==> src/rtl/mandelbrot_pkg.sv <==
// Shared definitions for the Mandelbrot front end.
//
// Purpose:
//   Fixed-point constants for the Q10.22 coordinate format, default raster
//   dimensions and the state encoding of the raster scan generator.
//
// Contents:
//   FRAC_BITS      fractional bits of a Q10.22 coordinate
//   Q_ONE          1.0 in Q10.22
//   ESCAPE_SQ      |z|^2 escape threshold (4.0) in Q10.22
//   DEFAULT_H_RES  default pixels per line
//   DEFAULT_V_RES  default lines per frame
//   scan_state_t   IDLE / SCAN / DRAIN
package mandelbrot_pkg;

    localparam int          FRAC_BITS     = 22;
    localparam logic [31:0] Q_ONE         = 32'h0040_0000;
    localparam logic [31:0] ESCAPE_SQ     = 32'h0100_0000;

    localparam int          DEFAULT_H_RES = 640;
    localparam int          DEFAULT_V_RES = 480;

    typedef enum logic [1:0] {
        ST_IDLE  = 2'd0,
        ST_SCAN  = 2'd1,
        ST_DRAIN = 2'd2
    } scan_state_t;

endpackage

==> src/rtl/mandelbrot_scan_gen_if.sv <==
// Bus between the raster scan generator and the host / iteration pipeline.
//
// Purpose:
//   Groups the frame control inputs, the per-pixel c stream and the aligned
//   result tags into a single bundle.
//
// Signals (direction seen from the scan generator, modport master):
//   start       in   begin a frame (only honoured while idle)
//   en          in   issue enable, 0 inserts a bubble
//   re_origin   in   real part of pixel (0,0)
//   im_origin   in   imag part of pixel (0,0)
//   step        in   pixel pitch for both axes
//   c_real_out  out  real part of c to the pipeline
//   c_imag_out  out  imag part of c to the pipeline
//   c_valid     out  c_*_out carries a real pixel this cycle
//   res_valid   out  pipeline output this cycle belongs to (res_x,res_y)
//   res_x       out  aligned x tag
//   res_y       out  aligned y tag
//   busy        out  frame in progress
//   done        out  one-cycle pulse with the final result beat
interface mandelbrot_scan_gen_if #(
    parameter int WIDTH = 32,
    parameter int XW    = 10,
    parameter int YW    = 9
);

    logic             start;
    logic             en;
    logic [WIDTH-1:0] re_origin;
    logic [WIDTH-1:0] im_origin;
    logic [WIDTH-1:0] step;

    logic [WIDTH-1:0] c_real_out;
    logic [WIDTH-1:0] c_imag_out;
    logic             c_valid;
    logic             res_valid;
    logic [XW-1:0]    res_x;
    logic [YW-1:0]    res_y;
    logic             busy;
    logic             done;

    modport master (
        input  start, en, re_origin, im_origin, step,
        output c_real_out, c_imag_out, c_valid,
        output res_valid, res_x, res_y, busy, done
    );

    modport slave (
        output start, en, re_origin, im_origin, step,
        input  c_real_out, c_imag_out, c_valid,
        input  res_valid, res_x, res_y, busy, done
    );

endinterface

==> src/rtl/mandelbrot_tag_delay.sv <==
// Fixed-latency tag delay line.
//
// Purpose:
//   Shifts a valid bit plus a DW-bit payload through DEPTH register stages,
//   advancing every clock with no stall, so the tail lines up with the
//   output of a pipeline of the same latency.
//
// Ports:
//   clk        in   rising-edge clock
//   reset      in   asynchronous, active-low; clears every stage
//   in_valid   in   valid bit entering stage 0
//   in_data    in   payload entering stage 0
//   out_valid  out  valid bit at the tail (stage DEPTH-1)
//   out_data   out  payload at the tail
module mandelbrot_tag_delay
    import mandelbrot_pkg::*;
#(
    parameter int DEPTH = 14,
    parameter int DW    = 20
) (
    input  logic          clk,
    input  logic          reset,
    input  logic          in_valid,
    input  logic [DW-1:0] in_data,
    output logic          out_valid,
    output logic [DW-1:0] out_data
);

    logic          valid_sr [DEPTH];
    logic [DW-1:0] data_sr  [DEPTH];

    // Payload is cleared together with the valid bits so the tag outputs
    // read as zero straight out of reset, not just the valid flag.
    always_ff @(posedge clk or negedge reset) begin
        if (!reset) begin
            for (int i = 0; i < DEPTH; i++) begin
                valid_sr[i] <= 1'b0;
                data_sr[i]  <= '0;
            end
        end else begin
            valid_sr[0] <= in_valid;
            data_sr[0]  <= in_data;
            for (int i = 1; i < DEPTH; i++) begin
                valid_sr[i] <= valid_sr[i-1];
                data_sr[i]  <= data_sr[i-1];
            end
        end
    end

    assign out_valid = valid_sr[DEPTH-1];
    assign out_data  = data_sr[DEPTH-1];

endmodule

==> src/rtl/mandelbrot_scan_gen.sv <==
// Raster scan generator for the Mandelbrot iteration pipeline.
//
// Purpose:
//   Issues one complex point c per enabled cycle, walking the frame in
//   raster order from a latched origin with a latched pitch (real grows to
//   the right, imaginary falls down the screen). Each issued pixel's (x,y)
//   tag travels through a delay line matched to the pipeline latency so the
//   escape result leaving the pipeline can be paired with its pixel.
//
// Ports:
//   clk    in   rising-edge clock
//   reset  in   asynchronous, active-low
//   bus    master modport of mandelbrot_scan_gen_if (control in, c stream
//          and aligned result tags out)
module mandelbrot_scan_gen
    import mandelbrot_pkg::*;
#(
    parameter int WIDTH        = 32,
    parameter int H_RES        = DEFAULT_H_RES,
    parameter int V_RES        = DEFAULT_V_RES,
    parameter int XW           = 10,
    parameter int YW           = 9,
    parameter int PIPE_LATENCY = 14
) (
    input  logic                  clk,
    input  logic                  reset,
    mandelbrot_scan_gen_if.master bus
);

    localparam int TAG_W = 1 + XW + YW;

    scan_state_t      state;
    scan_state_t      state_next;
    logic             load;
    logic             issue;

    logic [WIDTH-1:0] lat_re;
    logic [WIDTH-1:0] lat_step;
    logic [WIDTH-1:0] c_real;
    logic [WIDTH-1:0] c_imag;
    logic [XW-1:0]    x;
    logic [YW-1:0]    y;

    logic [WIDTH-1:0] c_real_q;
    logic [WIDTH-1:0] c_imag_q;
    logic             c_valid_q;
    logic [XW-1:0]    tag_x;
    logic [YW-1:0]    tag_y;
    logic             tag_last;

    logic             at_eol;
    logic             at_last;

    logic             tail_valid;
    logic [TAG_W-1:0] tail_data;
    logic             tail_last;

    // With H_RES or V_RES of 1 these compares are constantly true, which
    // makes every pixel a line wrap and lets the last-pixel test coincide.
    assign at_eol  = (x == XW'(H_RES - 1));
    assign at_last = at_eol && (y == YW'(V_RES - 1));

    assign tail_last = tail_data[TAG_W-1];

    // State register.
    always_ff @(posedge clk or negedge reset) begin
        if (!reset) begin
            state <= ST_IDLE;
        end else begin
            state <= state_next;
        end
    end

    // Next-state logic. start is only honoured while idle; the final issue
    // moves to DRAIN, and DRAIN ends on the cycle the last-tagged beat sits
    // at the tail of the delay line.
    always_comb begin
        state_next = state;
        load       = 1'b0;
        issue      = 1'b0;
        case (state)
            ST_IDLE: begin
                if (bus.start) begin
                    load       = 1'b1;
                    state_next = ST_SCAN;
                end
            end
            ST_SCAN: begin
                if (bus.en) begin
                    issue = 1'b1;
                    if (at_last) begin
                        state_next = ST_DRAIN;
                    end
                end
            end
            ST_DRAIN: begin
                if (tail_valid && tail_last) begin
                    state_next = ST_IDLE;
                end
            end
            default: begin
                state_next = ST_IDLE;
            end
        endcase
    end

    // Scan counters and coordinate accumulators. The real part is reloaded
    // from the latched origin at each line wrap instead of being stepped
    // back, so rounding never accumulates across lines. Nothing advances
    // after the last pixel so the outputs keep showing it during DRAIN.
    always_ff @(posedge clk or negedge reset) begin
        if (!reset) begin
            lat_re   <= '0;
            lat_step <= '0;
            c_real   <= '0;
            c_imag   <= '0;
            x        <= '0;
            y        <= '0;
        end else if (load) begin
            lat_re   <= bus.re_origin;
            lat_step <= bus.step;
            c_real   <= bus.re_origin;
            c_imag   <= bus.im_origin;
            x        <= '0;
            y        <= '0;
        end else if (issue && !at_last) begin
            if (at_eol) begin
                x      <= '0;
                y      <= y + YW'(1);
                c_real <= lat_re;
                c_imag <= c_imag - lat_step;
            end else begin
                x      <= x + XW'(1);
                c_real <= c_real + lat_step;
            end
        end
    end

    // Registered c stream and the tag of the pixel being shown. During
    // bubbles and DRAIN the previous values are held and only c_valid drops.
    always_ff @(posedge clk or negedge reset) begin
        if (!reset) begin
            c_real_q  <= '0;
            c_imag_q  <= '0;
            c_valid_q <= 1'b0;
            tag_x     <= '0;
            tag_y     <= '0;
            tag_last  <= 1'b0;
        end else begin
            c_valid_q <= issue;
            if (issue) begin
                c_real_q <= c_real;
                c_imag_q <= c_imag;
                tag_x    <= x;
                tag_y    <= y;
                tag_last <= at_last;
            end
        end
    end

    // The delay line samples the cycle in which c_valid is high, so the
    // tag surfaces exactly PIPE_LATENCY cycles after its c beat.
    mandelbrot_tag_delay #(
        .DEPTH (PIPE_LATENCY),
        .DW    (TAG_W)
    ) u_tag_delay (
        .clk       (clk),
        .reset     (reset),
        .in_valid  (c_valid_q),
        .in_data   ({tag_last, tag_x, tag_y}),
        .out_valid (tail_valid),
        .out_data  (tail_data)
    );

    assign bus.c_real_out = c_real_q;
    assign bus.c_imag_out = c_imag_q;
    assign bus.c_valid    = c_valid_q;
    assign bus.res_valid  = tail_valid;
    assign bus.res_x      = tail_data[XW+YW-1:YW];
    assign bus.res_y      = tail_data[YW-1:0];
    assign bus.busy       = (state != ST_IDLE);
    assign bus.done       = tail_valid && tail_last;

endmodule

==> src/flat_wrapper.sv <==
// flat-port wrapper written by rule: the top's interface ports become plain ports
module mandelbrot_scan_gen_flat import mandelbrot_pkg::*;
#(
    parameter int WIDTH        = 32,
    parameter int H_RES        = DEFAULT_H_RES,
    parameter int V_RES        = DEFAULT_V_RES,
    parameter int XW           = 10,
    parameter int YW           = 9,
    parameter int PIPE_LATENCY = 14
)
  (clk, reset, bus_start, bus_en, bus_re_origin, bus_im_origin, bus_step, bus_c_real_out, bus_c_imag_out, bus_c_valid, bus_res_valid, bus_res_x, bus_res_y, bus_busy, bus_done);
  mandelbrot_scan_gen_if #(.WIDTH(WIDTH), .XW(XW), .YW(YW)) bus_i ();
  input  logic clk;
  input  logic reset;
  input wire logic [$bits(bus_i.start)-1:0] bus_start;
  input wire logic [$bits(bus_i.en)-1:0] bus_en;
  input wire logic [$bits(bus_i.re_origin)-1:0] bus_re_origin;
  input wire logic [$bits(bus_i.im_origin)-1:0] bus_im_origin;
  input wire logic [$bits(bus_i.step)-1:0] bus_step;
  output wire logic [$bits(bus_i.c_real_out)-1:0] bus_c_real_out;
  output wire logic [$bits(bus_i.c_imag_out)-1:0] bus_c_imag_out;
  output wire logic [$bits(bus_i.c_valid)-1:0] bus_c_valid;
  output wire logic [$bits(bus_i.res_valid)-1:0] bus_res_valid;
  output wire logic [$bits(bus_i.res_x)-1:0] bus_res_x;
  output wire logic [$bits(bus_i.res_y)-1:0] bus_res_y;
  output wire logic [$bits(bus_i.busy)-1:0] bus_busy;
  output wire logic [$bits(bus_i.done)-1:0] bus_done;
  assign bus_i.start = bus_start;
  assign bus_i.en = bus_en;
  assign bus_i.re_origin = bus_re_origin;
  assign bus_i.im_origin = bus_im_origin;
  assign bus_i.step = bus_step;
  assign bus_c_real_out = bus_i.c_real_out;
  assign bus_c_imag_out = bus_i.c_imag_out;
  assign bus_c_valid = bus_i.c_valid;
  assign bus_res_valid = bus_i.res_valid;
  assign bus_res_x = bus_i.res_x;
  assign bus_res_y = bus_i.res_y;
  assign bus_busy = bus_i.busy;
  assign bus_done = bus_i.done;
  mandelbrot_scan_gen #(.WIDTH(WIDTH), .H_RES(H_RES), .V_RES(V_RES), .XW(XW), .YW(YW), .PIPE_LATENCY(PIPE_LATENCY)) u_core (.clk(clk), .reset(reset), .bus(bus_i));
endmodule
==> config.mk <==
export PLATFORM = sky130hd
export DESIGN_NAME = mandelbrot_scan_gen_flat
export DESIGN_NICKNAME = d
export VERILOG_FILES = /design/src/rtl/mandelbrot_pkg.sv /design/src/rtl/mandelbrot_scan_gen_if.sv /design/src/rtl/mandelbrot_tag_delay.sv /design/src/rtl/mandelbrot_scan_gen.sv /design/src/flat_wrapper.sv
export SDC_FILE = /design/constraint.sdc
export NUM_CORES = 1
export LEC_CHECK = 0
export CORE_MARGIN = 3
export CORE_UTILIZATION = 32
export CTS_CLUSTER_SIZE = 30
export DETAILED_ROUTE_END_ITERATION = 16
export MAX_ROUTING_LAYER = met4
export PLACE_DENSITY = 0.48
export SYNTH_ARGS = -nofsm -noshare
export SYNTH_HDL_FRONTEND = slang
export SYNTH_SLANG_ARGS = --single-unit
export TNS_END_PERCENT = 100
==> constraint.sdc <==
create_clock -name clk -period 3 [get_ports clk]
set_input_delay 0.45 -clock clk [delete_from_list [all_inputs] [get_ports clk]]
set_output_delay 0.45 -clock clk [all_outputs]
set_load 0.01 [all_outputs]
### Word level (Yosys, flattened, before mapping)

Cells that the tools add are included.

| cells by class | value |
|---|---|
| eq/ne operators | 8 |
| reduce and logical (&&, ||, !) cells | 10 |
| add/subtract/negate cells | 4 |
| mux-type cells | 21 |

Operators with widths:

| operator | number |
|---|---|
| 32-bit two-way mux | 6 |
| 32-bit adder | 1 |
| 32-bit subtractor | 1 |
| 10-bit two-way mux | 3 |
| 9-bit two-way mux | 3 |
| 10-bit by 1-bit adder with 10-bit output (second input constant) | 1 |
| 10-bit == test (second input constant) | 1 |
| 9-bit by 1-bit adder with 9-bit output (second input constant) | 1 |
| 9-bit == test (second input constant) | 1 |
| 2-bit two-way mux | 4 |
| 2-bit != test (second input constant) | 3 |
| 2-bit case mux with 3 select lines | 1 |
| 2-bit nonzero test | 3 |
| 1-bit two-way mux | 4 |
| 4-bit AND reduction | 1 |
| 1-bit logical AND | 3 |
| 2-bit by 1-bit == test with 1-bit output (second input constant) | 1 |
| 2-bit == test (second input constant) | 1 |
| 2-bit logical NOT | 1 |
| 2-bit by 1-bit != test with 1-bit output (second input constant) | 1 |
| 2-bit AND reduction | 1 |
| 1-bit logical NOT | 1 |

| storage, ports and cells | value |
|---|---|
| register bits after elaboration | 528 |
| output and inout port bits | 87 |
| word-level logic and storage cells | 84 |

### Logic depth before layout (Yosys ltp)

Gate-level depths: netlist of the first run.

| logic depth | value |
|---|---|
| word-level depth | 6 |
| gate-level depth with buffers | 13 |
| mapped depth without buffers | 13 |

### Hierarchy

A second synthesis of the first run with hierarchy kept.

| second synthesis, totals | value |
|---|---|
| cell total of the unflattened synthesis | 1800 |
| area total of the unflattened synthesis | 20110.5 um^2 |

Modules (own cells, without submodules):

| module | instances | cells each | seq. area each (um^2) | area each (um^2) |
|---|---|---|---|---|
| mandelbrot_scan_gen | 1 | 1486 | 5855.6 | 12603.3 |
| mandelbrot_tag_delay | 1 | 314 | 7357.1 | 7507.2 |

### Worst setup path before layout of the first run

OpenSTA, ideal clock, no wires.

| timing path | value |
|---|---|
| path kind | register to register |
| start point | register u_core.c_real[0] |
| end point | register u_core.c_real[24] |
| data arrival time | 2877 ps |
| cell stages (with the launch flop) | 13 |
| clock period less this slack | 3015 ps |
| setup time | 139 ps |
| slack | -15 ps |
| path through | dfrtp_1 -> ha_1 -> fa_1 -> a211oi_2 -> o21a_1 -> o21ai_1 -> and2_4 -> a211o_1 -> a2111oi_2 -> nor2_1 -> a311oi_2 -> xor2_1 -> a22oi_1 |

| between the ends | value |
|---|---|
| cells in the longest elaborated chain, start to end | 4 |

Ends and longest elaborated chain:

| item | RTL line | RTL |
|---|---|---|
| start: declaration | mandelbrot_scan_gen.sv:39 | `logic [WIDTH-1:0] c_real;` |
| start signal: assignment | mandelbrot_scan_gen.sv:122 | `c_real <= bus.re_origin;` |
| start signal: assignment | mandelbrot_scan_gen.sv:130 | `c_real <= lat_re;` |
| start signal: assignment | mandelbrot_scan_gen.sv:134 | `c_real <= c_real + lat_step;` |
| 32-bit adder | mandelbrot_scan_gen.sv:134 |  |
| 32-bit two-way mux | mandelbrot_scan_gen.sv:127 | `if (at_eol) begin` |
| 32-bit two-way mux | mandelbrot_scan_gen.sv:126 | `end else if (issue && !at_last) begin` |
| 32-bit two-way mux | mandelbrot_scan_gen.sv:119 | `end else if (load) begin` |

No other way between the ends. The select of a mux whose other input is x is not followed.
A chain may end at the register's enable or synchronous reset.

### Worst setup path after layout of the first run

| timing path | value |
|---|---|
| start point | register u_core.lat_step[0] |
| end point | register u_core.c_imag[28] |

| between the ends | value |
|---|---|
| cells in the longest elaborated chain, start to end | 4 |

Ends and longest elaborated chain:

| item | RTL line | RTL |
|---|---|---|
| start: declaration | mandelbrot_scan_gen.sv:38 | `logic [WIDTH-1:0] lat_step;` |
| start signal: assignment | mandelbrot_scan_gen.sv:121 | `lat_step <= bus.step;` |
| 32-bit subtractor | mandelbrot_scan_gen.sv:131 | `c_imag <= c_imag - lat_step;` |
| 32-bit two-way mux | mandelbrot_scan_gen.sv:127 |  |
| 32-bit two-way mux | mandelbrot_scan_gen.sv:126 |  |
| 32-bit two-way mux | mandelbrot_scan_gen.sv:119 |  |
| end signal: assignment | mandelbrot_scan_gen.sv:123 | `c_imag <= bus.im_origin;` |
| end signal: assignment | mandelbrot_scan_gen.sv:131 |  |
| end: declaration | mandelbrot_scan_gen.sv:40 | `logic [WIDTH-1:0] c_imag;` |

No other way between the ends. The select of a mux whose other input is x is not followed.

==> results of run 1 <==
==> sequential cells by signal (all words and copies together) (netlist names), 13 cells and up <==
register and cells:
u_core.c_imag 32, u_core.bus.c_real_out 32, u_core.u_tag_delay.out_data 20, u_core.lat_step 32
u_core.u_tag_delay.valid_sr 13, u_core.bus.c_imag_out 32, u_core.lat_re 32, u_core.u_tag_delay.data_sr 260
u_core.c_real 32
==> power by group through the flow <==
stage	Clock, uW	Combinational, uW	Sequential [uW]
4_1_cts	7390	340	7120
2_1_floorplan	0	1.35	7250
3_5_place_dp	0	338	7250
6_report	7140	325	7120
5_1_grt	7670	366	7120
3_3_place_gp	0	335	7250
==> path summary, 6_finish.rpt <==
check / end / depth (start not counted)
max reg2reg: u_core.c_imag[28] / 12
min reg2reg: u_core.u_tag_delay.data_sr[216] / 0
min in group asynchronous: u_core.u_tag_delay.out_data[1] / 2
max in group asynchronous: u_core.u_tag_delay.data_sr[250] / 4
max: u_core.c_imag[28] / 12
min: u_core.u_tag_delay.data_sr[216] / 0
==> cell families (layout without fill, tap and decap cells) <==
logic type | Yosys count | count (layout)
AND/OR/NAND/NOR | 675 | 675
flip-flops | 528 | 528
AO/OA/AOI/OAI | 336 | 336
buffers and inverters | 132 | 450
adder cells (fa/ha/maj) | 66 | 66
XOR/XNOR | 57 | 57
multiplexers | 10 | 10
other | 0 | 2
==> cell type report <==
type,instances,area [um2]
fill,5993,36050
sequential,528,13220
multi-input combinational,1144,6621
timing repair buffer,299,2858
clock buffer,80,1704
tap,837,1047
clock inverter,22,251.5
inverter,49,183.9
antenna,2,5.005
==> cell usage in the layout, fill, tap and decap left out, types with 5 or more instances in the layout <==
master / n
nand4_1: 9
a21o_1: 28
or3_1: 9
a21oi_2: 6
nand2b_1: 8
nor2b_1: 14
buf_12: 10
o21ai_1: 5
a31oi_1: 9
clkdlybuf4s50_1: 185
o21a_1: 9
a21oi_1: 95
clkbuf_8: 17
o21ai_0: 84
a22oi_1: 11
dfrtp_1: 524
mux2i_1: 9
nand2_1: 467
and3_1: 10
a211oi_1: 7
inv_2: 5
inv_1: 44
xnor2_1: 31
o22ai_1: 6
o211ai_1: 22
ha_1: 56
o21bai_1: 6
clkbuf_16: 58
buf_4: 98
clkinv_2: 11
nand3_1: 27
clkinvlp_4: 5
clkbuf_1: 5
nor3_1: 19
nor2_1: 85
xor2_1: 24
==> metal layers <==
layer | GRT usage | vias up | share of wire
met5 | - | - | 0
met4 | 0.06110 | 0 | 0.035
met1 | 0.2077 | 6922 | 0.44
met2 | 0.2535 | 294 | 0.48
met3 | 0.03277 | 84 | 0.045
li1 | - | 6567 | -
==> what timing repair did <==
item,4_1_cts,5_1_grt
hold buffers,1,0
gates resized for setup,17,39
setup endpoints to repair,17,22
endpoints found under the hold margin,67,0
cloned,0,0
setup buffers,9,14
pin swaps,14,32
==> metrics by stage <==
step / hold slack, ns / std cells / setup slack (ns)
finish: 0.3357 / 2961 / 0.003275
detailed placement: 0.3347 / 2834 / -0.2726
global placement: 0.3311 / 2834 / -0.2093
floorplan: 0.1544 / 1804 / 0.04537
CTS: 0.3359 / 2946 / 0.0003058
global route: 0.3413 / 2961 / -0.1577
==> reports/results.tsv, run 1 <==
metric	value	unit
floorplan.initialDensity	0.3252	
muxShareOfSynthArea	0.005031	
ios	187	
grt_pass1_wl	81460	um
nets	2245	
crit_arrival	3.50	ns
grt_pass1_vias	14400	
grt_antenna_before_repair	2	
synth_fa_ha_area_frac	0.04174	
cts_made_buffers	57	
max_cap_viol_count	0	
synth_nets	1970	
clk_pin_slew	0.06	ns
tightest_slew	0.8027	ns
yosysTopAreaCellShare	0.6559	
drt-initial-drc-count	875	
synth_ff_type	dfrtp_1	
synth_cell_types	68	
synth.largest_area_cell	dfrtp_1	
cts_sinks	528	
pwr-share-seq	0.488	
fp-row-count	91	
tritoncts	done	
power.switching	3097	uW
clk_latency	0.63	ns
grt_setup_unrepaired	yes	
r2r_slack	0.003	ns
synth_top_family_by_area	simple AND/OR/NAND/NOR gates	
hpwlAfterDp	36550	um
fp.dieW	256.9	um
start_kind	flop	
setup_viol	0	
syn_area	0.02015	mm2
slew_violations	0	
root_buffer	clkbuf_16	
core_area	0.06194	mm2
rr_startpoint	u_core.lat_step[0]	
cpPeakStageDelay	0.42	ns
syn_area_per_cell	11.17	um2
areaGrowthSynthToFinish	28.51	%
grt_max_degree	96	
p_sw_frac	0.2123	
endpoint_kind	flop	
power.density	563.4	mW/mm2
hold_violations	0	
vias	13870	
netlist_instances	1804	
peakVddDrop	0.4139	mV
h-tree-depth	2	
crit_type	reg2reg	
p_leak	0.01300	uW
fin_util	0.4180	
yosysSeqAreaShare	0.6559	
worstSetupStartpoint	u_core.lat_step[0]	
finalPower	14590	uW
hold_path.class	reg2reg	
synth_edf_count	0	
synthSimpleGateAreaFrac	0.1387	
post_route_cells_drive_above_1_share	0.1305	
wl_per_cell	17.32	um
max_slew_margin	0.4649	
drc	0	
power.internal	11490	uW
synth_compound_area_frac	0.1054	
ant_nets	0	
routed_wl	51290	um
period_share	0.9989	
cp_cell_sequence	ha_4 -> fa_2 -> and2b_2 -> o31ai_4 -> a21oi_2 -> a41oi_2 -> o31a_1 -> o21ai_2 -> nand4_1 -> a32oi_1 -> mux2i_1 -> nand3_1	
finClkSkew	0.01919	ns
stdcell_area	0.02589	mm2
synth_most_common_cell	dfrtp_1	
ys_top_cells_by_count	dfrtp_1, nand2_1, a21oi_1, nor2_1, o21ai_0	
hp-start	u_core.u_tag_delay.data_sr[236]	
async_reset_ff_frac	1.000	
grt_remaining_overflow	0	
outcome	finished clean	
tns	0	ns
cp.required	3.50	ns
clk_path_buf_depth	3	
pwr-share-comb	0.022	
cp_slowest_cell	dfrtp_1	
synth_xor_area_frac	0.02478	
critical_path_buf_inv_count	0	
maxClockFrequency	333.7	MHz
crit_family	compound AO/OA/AOI/OAI gates	
dr.pass1.iters	5	
dieArea	0.06600	mm2
period_minus_slack	2.997	ns
gp_congestion	0.8848	
die_h	256.9	um
synthTopCellsByArea	dfrtp_1, nand2_1, ha_1, a21oi_1, o21ai_0	
crit_fanout	3	
via_per_inst	4.683	
placed_cell_area	0.02350	mm2
track_usage	0.1616	
ys_seq_elements	528	
yosysWarnings	0	
clock_power_share	0.489	
io_buffers	186	
Power figures use the tool's default switching activity.
==> inputs of run 2 (changes only) <==
Settings changed: ABC_CLOCK_PERIOD_IN_PS set to 3000, MAX_ROUTING_LAYER met4 to unset.
==> run 2 against run 1 <==
Die area unchanged. Via count decreased by 0.64%. Clock power increased by 2%. Combinational power decreased by 2%. Largest power group unchanged. Highest routed layer is now met5.
==> reports/results.tsv, run 2 (synthesis results as in run 1) <==
metric	value	unit	change
outcome	finished clean		unchanged
hold_violations	0		unchanged
multi_input_area	0.006591	mm2	was 0.006621 mm2
regArea	0.01321	mm2	was 0.01322 mm2
routed_wl	51000	um	was 51290 um
floorplan.initialDensity	0.3252		unchanged
grt_remaining_overflow	0		unchanged
power.density	572.3	mW/mm2	was 563.4 mW/mm2
nets	2233		was 2245
drc	0		unchanged
ant_nets	0		unchanged
max_slew_margin	0.4474		was 0.4649
post_route_cells_drive_above_1_share	0.1174		was 0.1305
clock_power_share	0.495		was 0.489
cp.required	3.48	ns	was 3.50 ns
dr.pass1.iters	5		unchanged
setup_viol	0		unchanged
placed_cell_area	0.02346	mm2	was 0.02350 mm2
pwr-share-comb	0.021		was 0.022
io_buffers	186		unchanged
power.internal	11730	uW	was 11490 uW
p_leak	0.01297	uW	was 0.01300 uW
p_sw_frac	0.2046		was 0.2123
crit_arrival	3.47	ns	was 3.50 ns
stdcell_area	0.02576	mm2	was 0.02589 mm2
tritoncts	done		unchanged
gp_congestion	0.8544		was 0.8848
core_area	0.06194	mm2	unchanged
fp.dieW	256.9	um	unchanged
drt-initial-drc-count	714		was 875
period_minus_slack	2.996	ns	was 2.997 ns
period_share	0.9986		was 0.9989
place_ws	-0.2386	ns	was -0.2726 ns
clk_pin_slew	0.06	ns	about the same
clk_latency	0.61	ns	was 0.63 ns
root_buffer	clkbuf_16		unchanged
slew_violations	0		unchanged
cpPeakStageDelay	0.42	ns	about the same
wl_per_cell	17.29	um	was 17.32 um
grt_pass1_wl	81530	um	was 81460 um
final_common_cell	dfrtp_1		unchanged
largest_reg_flops	260		unchanged
areaGrowthSynthToFinish	27.89	%	was 28.51%
final_cell_mix	dfrtp_1, nand2_1, clkdlybuf4s50_1		unchanged
max_cap_viol_count	0		unchanged
worst_slack	0.004173	ns	was 0.003275 ns
h-tree-depth	2		unchanged
endpoint_kind	flop		unchanged
grt_max_degree	88		was 96
grt_antenna_before_repair	1		was 2
tightest_slew	0.8289	ns	was 0.8027 ns
die_h	256.9	um	unchanged
fp-row-count	91		unchanged
cts_sinks	528		unchanged
finClkSkew	0.02243	ns	was 0.01919 ns
hold_path.class	reg2reg		unchanged
clk_path_buf_depth	3		unchanged
grt_pass1_vias	14480		was 14400
via_per_inst	4.672		was 4.683
peakVddDrop	0.3869	mV	was 0.4139 mV
hpwlAfterDp	36210	um	was 36550 um
max_flop_register	u_core.u_tag_delay.data_sr		unchanged
finalPower	14750	uW	was 14590 uW
start_kind	flop		unchanged
dieArea	0.06600	mm2	unchanged
maxClockFrequency	333.8	MHz	was 333.7 MHz
num_antenna_cells	0		was 2
crit_type	reg2reg		unchanged
track_usage	0.1564		was 0.1616
crit_family	compound AO/OA/AOI/OAI gates		unchanged
crit_fanout	3		unchanged
critical_path_buf_inv_count	0		unchanged
grt_setup_unrepaired	yes		unchanged
cp_cell_sequence	ha_2 -> fa_2 -> a211oi_2 -> o21a_1 -> o21ai_1 -> and2_4 -> a211o_1 -> a2111oi_4 -> nor2_4 -> a311oi_2 -> xor2_1 -> a22oi_1		was ha_4 -> fa_2 -> and2b_2 -> o31ai_4 -> a21oi_2 -> a41oi_2 -> o31a_1 -> o21ai_2 -> nand4_1 -> a32oi_1 -> mux2i_1 -> nand3_1
fillCellCount	6017		was 5993
pwr-share-seq	0.483		was 0.488
power.switching	3017	uW	was 3097 uW
ios	187		unchanged
cts_made_buffers	56		was 57
cp_slowest_cell	dfrtp_1		unchanged
vias	13780		was 13870
## run 2: layout make-up
type                    instances  area share
multi-input cells            1144      0.2558
inverters                      49    0.007139
clock buffers                  82     0.06328
repair buffers                288      0.1068
flip-flops and latches        528      0.5129
clock inverters                21     0.01340
well taps                     837     0.04065
## run 2: stage by stage
stage,hold WS [ns],setup TNS [ns],instances,utilization
final,0.3414,0,2949,0.4159
after global routing,0.3472,-0.5673,2949,0.4159
after CTS,0.3400,-0.01059,2940,0.4124
after detailed placement,0.3347,-1.721,2831,0.3788
after global placement,0.3313,-0.9765,2831,0.3788
after floorplan,0.1544,0,1804,-
## run 2: path summary, 6_finish.rpt
| kind | start | end | slack (ns) | depth (start not counted) |
|---|---|---|---|---|
| min | u_core.u_tag_delay.data_sr[152] | u_core.u_tag_delay.data_sr[132] | 0.34 | 0 |
| max reg2reg | u_core.lat_step[0] | u_core.c_real[24] | 0.004 | 12 |
| max | u_core.lat_step[0] | u_core.c_real[24] | 0.004 | 12 |
| min in group asynchronous | reset | u_core.u_tag_delay.out_data[2] | 0.42 | 2 |
| max in group asynchronous | reset | u_core.c_real[28] | 1.69 | 3 |
| min reg2reg | u_core.u_tag_delay.data_sr[152] | u_core.u_tag_delay.data_sr[132] | 0.34 | 0 |
## run 2: repair_timing
item / CTS / global route
setup endpoints to repair: 16 / 22
hold buffers: 1 / 0
cloned: 0 / 0
pin swaps: 13 / 25
hold endpoints to repair: 62 / 0
resized for setup: 13 / 29
setup buffers: 5 / 10
## run 2: metal layers
metal  routed length [um]  GRT usage  share of wire  vias up
li1                     -          -              -     6552
met1                22460     0.2024           0.44     6844
met2                24590     0.2616           0.48      292
met3                 2138    0.02726          0.042       88
met4                 1791    0.06236          0.035        2
met5                   13          0        0.00025        -
## run 2: power by group through the flow
stage          sequential (uW)  clock [uW]  combinational [uW]
3_5_place_dp              7250           0                 333
6_report                  7120        7310                 317
5_1_grt                   7120        7880                 358
3_3_place_gp              7250           0                 330
4_1_cts                   7120        7580                 334
2_1_floorplan             7250           0                1.35
